`src/rtl/sap_control_sequencer.sv`:
```
// rtl/sap_control_sequencer.sv - SAP six-state ring counter and opcode decode driving all datapath controls
module sap_control_sequencer (
    input  logic       clk,
    input  logic       clr_n,
    input  logic [3:0] opcode,
    output logic [5:0] t_state,
    output logic       cp,
    output logic       ep,
    output logic       lm,
    output logic       ce,
    output logic       li,
    output logic       ei,
    output logic       la,
    output logic       ea,
    output logic       su,
    output logic       eu,
    output logic       lb,
    output logic       lo,
    output logic       hlt
);

    localparam logic [3:0] OP_LDA = 4'b0000;
    localparam logic [3:0] OP_ADD = 4'b0001;
    localparam logic [3:0] OP_SUB = 4'b0010;
    localparam logic [3:0] OP_OUT = 4'b1110;
    localparam logic [3:0] OP_HLT = 4'b1111;

    typedef enum logic [5:0] {
        T1 = 6'b000001,
        T2 = 6'b000010,
        T3 = 6'b000100,
        T4 = 6'b001000,
        T5 = 6'b010000,
        T6 = 6'b100000
    } tstate_t;

    tstate_t state, state_next;
    logic    hlt_q, hlt_next;
    logic    c_cp, c_ep, c_lm, c_ce, c_li, c_ei, c_la, c_ea, c_su, c_eu, c_lb, c_lo;

    always_ff @(posedge clk or negedge clr_n) begin
        if (!clr_n) begin
            state <= T1;
            hlt_q <= 1'b0;
        end else begin
            state <= state_next;
            hlt_q <= hlt_next;
        end
    end

    always_comb begin
        state_next = state;
        hlt_next   = hlt_q;
        {c_cp, c_ep, c_lm, c_ce, c_li, c_ei, c_la, c_ea, c_su, c_eu, c_lb, c_lo} = '0;
        // Once halted the ring stays parked at T4 with every control low
        if (!hlt_q) begin
            unique case (state)
                T1: begin c_ep = 1'b1; c_lm = 1'b1; state_next = T2; end
                T2: begin c_cp = 1'b1; state_next = T3; end
                T3: begin c_ce = 1'b1; c_li = 1'b1; state_next = T4; end
                T4: begin
                    state_next = T5;
                    case (opcode)
                        OP_LDA, OP_ADD, OP_SUB: begin c_ei = 1'b1; c_lm = 1'b1; end
                        OP_OUT: begin c_ea = 1'b1; c_lo = 1'b1; end
                        OP_HLT: begin hlt_next = 1'b1; state_next = T4; end
                        default: ;
                    endcase
                end
                T5: begin
                    state_next = T6;
                    case (opcode)
                        OP_LDA: begin c_ce = 1'b1; c_la = 1'b1; end
                        OP_ADD, OP_SUB: begin c_ce = 1'b1; c_lb = 1'b1; end
                        default: ;
                    endcase
                end
                T6: begin
                    state_next = T1;
                    case (opcode)
                        OP_ADD: begin c_eu = 1'b1; c_la = 1'b1; end
                        OP_SUB: begin c_eu = 1'b1; c_su = 1'b1; c_la = 1'b1; end
                        default: ;
                    endcase
                end
                default: state_next = T1;
            endcase
        end
    end

    // Reset gates the control word combinationally so nothing fires while clr_n is low
    assign {cp, ep, lm, ce, li, ei, la, ea, su, eu, lb, lo} = clr_n ?
        {c_cp, c_ep, c_lm, c_ce, c_li, c_ei, c_la, c_ea, c_su, c_eu, c_lb, c_lo} : 12'b0;
    assign t_state = state;
    assign hlt     = hlt_q;

endmodule

```
`config.mk`:
```
export PLATFORM = sky130hd
export DESIGN_NAME = sap_control_sequencer
export DESIGN_NICKNAME = d
export VERILOG_FILES = /design/src/rtl/sap_control_sequencer.sv
export SDC_FILE = /design/constraint.sdc
export NUM_CORES = 1
export LEC_CHECK = 0
export CORE_AREA = 2 2 39 41
export DETAILED_ROUTE_END_ITERATION = 16
export DIE_AREA = 0 0 41 43
export PLACE_DENSITY = 0.73
export SLEW_MARGIN = 25
export SYNTH_ARGS = -nofsm -noshare
export SYNTH_HDL_FRONTEND = slang
export SYNTH_SLANG_ARGS = --single-unit
```
`constraint.sdc`:
```
create_clock -name clk -period 3.6 [get_ports clk]
set_clock_uncertainty 0.15 [all_clocks]
set_input_delay 0.72 -clock clk [delete_from_list [all_inputs] [get_ports clk]]
set_output_delay 0.72 -clock clk [all_outputs]
set_load 0.01 [all_outputs]
```
==> impl_metrics.csv <==
group,metric,value,unit
status,status,"complete, no violations",
setup_path,worstSetupPathType,"in -> out",
finish,area_growth,59.4,%
synth,syn_area_per_cell,8.61,sq um
synth,synth_top_area_share,30.1,%
synth,yosys_warnings,0,
route,ant_nets,0,
floorplan,rows,14,
route,vias_per_cell,5.66,
setup_path,slowest_delay,0.57,ns
timing,slew_violations,0,
floorplan,core-area,1380,sq um
grt,antenna_found_initial,0,
setup_path,crit_path_cell_trace,"clkdlybuf4s50_1, nor4b_2, buf_4, nand4b_1, nor3b_1, clkdlybuf4s50_1",
setup_path,r2r_setup_slack,1.75,ns
job,maxCapViolCount,0,
timing,setup_tns,0,ns
clock_network,root_buffer,"clkbuf_4",
setup_path,worstPathMaxFanout,4,
min_path,hold_path_depth,2,
timing,rsz0062_at_grt,"no",
route,drc_errors,0,
route,wl_met3,81,microns
min_path,min_to,"t_state[1]",
grt,first_global_vias,504,
route,dr_wl_met2,698,microns
synth,yosys.area.top_type,"dfrtp_1",
finish,drive_above_1_share,12.6,%
floorplan,ios,25,
timing,whs,0.468,ns
route,dr.first_iter.drc_count,20,
synth,yosys.cell_types.count,31,
setup_path,timing.rr.end,"t_state[0]",
timing,worst_pin_slew,0.477,ns
timing,fmax,292,MHz
setup_path,cp_slowest_cell,"clkdlybuf4s50_1",
placed_design,gp_congestion,0.736,
placed_design,port_buffers,24,
clock_network,cts_made_buffers,3,
grt,grt_overflow_total,0,
placed_design,dp_hpwl,1070,microns
power_and_ir_drop,total_power,0.000162,W
setup_path,worst_ep_arrival_time,2.55,ns
finish,fin_nets,94,
route,wl_met1,553,microns
route,wl,1350,microns
clock_network,htree_levels,1,
clock_network,numClockSinks,7,
setup_path,reg2reg_depth,3,
route,maxUsedRoutingLayer,"met4",
floorplan,start_util,36.1,%
synth,synth_edf_count,0,
timing,setup_viol,0,
min_path,hold_class,"reg -> reg",
power_and_ir_drop,ir_drop,0.0783,mV
route,num_vias,583,
clock_network,clk_pin_slew_worst_paths,0.05,ns
grt,grt_usage,17.5,%
clock_network,clk_latency,0.25,ns
timing,post-route-period-util,95.0,%
clock_network,ctsHoldBuffers,0,
floorplan,die_h,43,microns
setup_path,cp.required,2.73,ns
floorplan,die_area,1760,sq um
synth,synthesis.area,499,sq um
setup_path,worst_path_most_repeated_cell,"clkdlybuf4s50_1",
route,first_pass_iters,4,
clock_network,tritoncts,"built",
synth,synth_area_leaders,"dfrtp_1, nand2_1, dfstp_2",
synth,syn-num-nets,64,
setup_path,critPathLaunchType,"input port",
route,wl_per_cell,13.1,microns
synth,ys_ff_latch,7,
synth,ys_seq_area_share,35.3,%
synth,async_reset_ff_share,100,%
grt,grt_max_degree,13,
timing,slew_headroom,67.9,%
clock_network,cts.path.max_buffers,2,
timing,hold_viol,0,
floorplan,die_x,41,microns
finish,num_antenna_cells,0,
min_path,min-delay-start,"t_state[1]",
power_and_ir_drop,power_density,204,nW/um^2
synth,synth_top_flop_cell,"dfrtp_1",
setup_path,crit-reg2reg-launch,"t_state[5]",
grt,grt_pass1_wl,2140,microns
synth,syn_inst,58,
finish,utilization,57.5,%
timing,period_minus_slack,3.42,ns
setup_path,end_kind,"output pin",
power_and_ir_drop,power_leakage,0.292,nW
## cell usage in the layout, fill, tap and decap left out, drive strengths merged, types with 3 or more instances in the layout
cell,synthesis,final
buf,2,3
clkbuf,0,4
clkdlybuf4s50,0,24
dfrtp,6,6
nand2,10,10
nor2,5,5
nor3b,3,3
nor4,3,3
o21ai,3,3
## cells in the mapped netlist (2+ instances only)
master / instances
nor2b_1: 2
o21ai_0: 2
nand2_1: 10
nor2_1: 5
nand3_1: 2
nor4_1: 3
nor4b_1: 2
dfrtp_1: 6
nor3b_1: 3
nor3_1: 2
## metrics by stage
step / worst slack [ns] / cells / cell area (sq um)
after global routing: 0.0364 / 103 / 796
after CTS: 0.0987 / 103 / 790
final: 0.180 / 103 / 796
after global placement: 0.188 / 99 / 763
after floorplan: 1.01 / 58 / 499
after detailed placement: 0.131 / 99 / 763
## power by group
part | internal, W | leakage [nW] | total (W) | switching (W)
Clock | 0.0000422 | 0.0150 | 0.0000692 | 0.0000270
Sequential | 0.0000789 | 0.0785 | 0.0000789 | 0
Combinational | 0.00000794 | 0.199 | 0.0000142 | 0.00000627
Total | 0.000129 | 0.292 | 0.000162 | 0.0000333
## logic make-up after synthesis
family                 synth area share (%)
AO/OA/AOI/OAI                          15.3
XOR/XNOR                               1.75
flip-flops                             35.3
AND/OR/NAND/NOR                        43.1
buffers and inverters                  4.51
## worst max-delay path: cells and delay by family
family                 cells  cell delay, ns
buffers and inverters      3            1.19
and+or+nand+nor            3            0.64
## repair_timing
action / 4_1_cts / 5_1_grt
gates resized for setup: 0 / 1
buffers inserted: 0 / 0
endpoints found under the setup margin: 0 / 1
## routing by layer
layer / GRT usage, % / up-vias
li1: - / 276
met1: 21.5 / 277
met2: 27.8 / 28
met3: 2.09 / 2
met4: 10.0 / 0
met5: 0 / -
## flip-flops by register name, summed over array words and instances, names as in the netlist
name,flops
t_state,6
hlt,1
## final cells by class
type / count / area (sq um)
sequential: 7 / 176
multi-input combinational: 48 / 307
clock buffer: 4 / 26.3
fill: 119 / 588
tap: 16 / 20.0
timing repair buffer: 27 / 263
inverter: 1 / 3.75
## worst max-delay path by stage
| stage | from | to | slack [ns] | cells past startpoint |
|---|---|---|---|---|
| global placement | clr_n | su | 0.19 | 6 |
| floorplan | t_state[1] | lo | 1.01 | 4 |
| finish | opcode[3] | su | 0.18 | 6 |
| detailed placement | clr_n | su | 0.13 | 6 |
| CTS | clr_n | su | 0.1 | 6 |
| global route | clr_n | su | 0.04 | 6 |
Note: power is estimated with default switching activity, not from simulation.
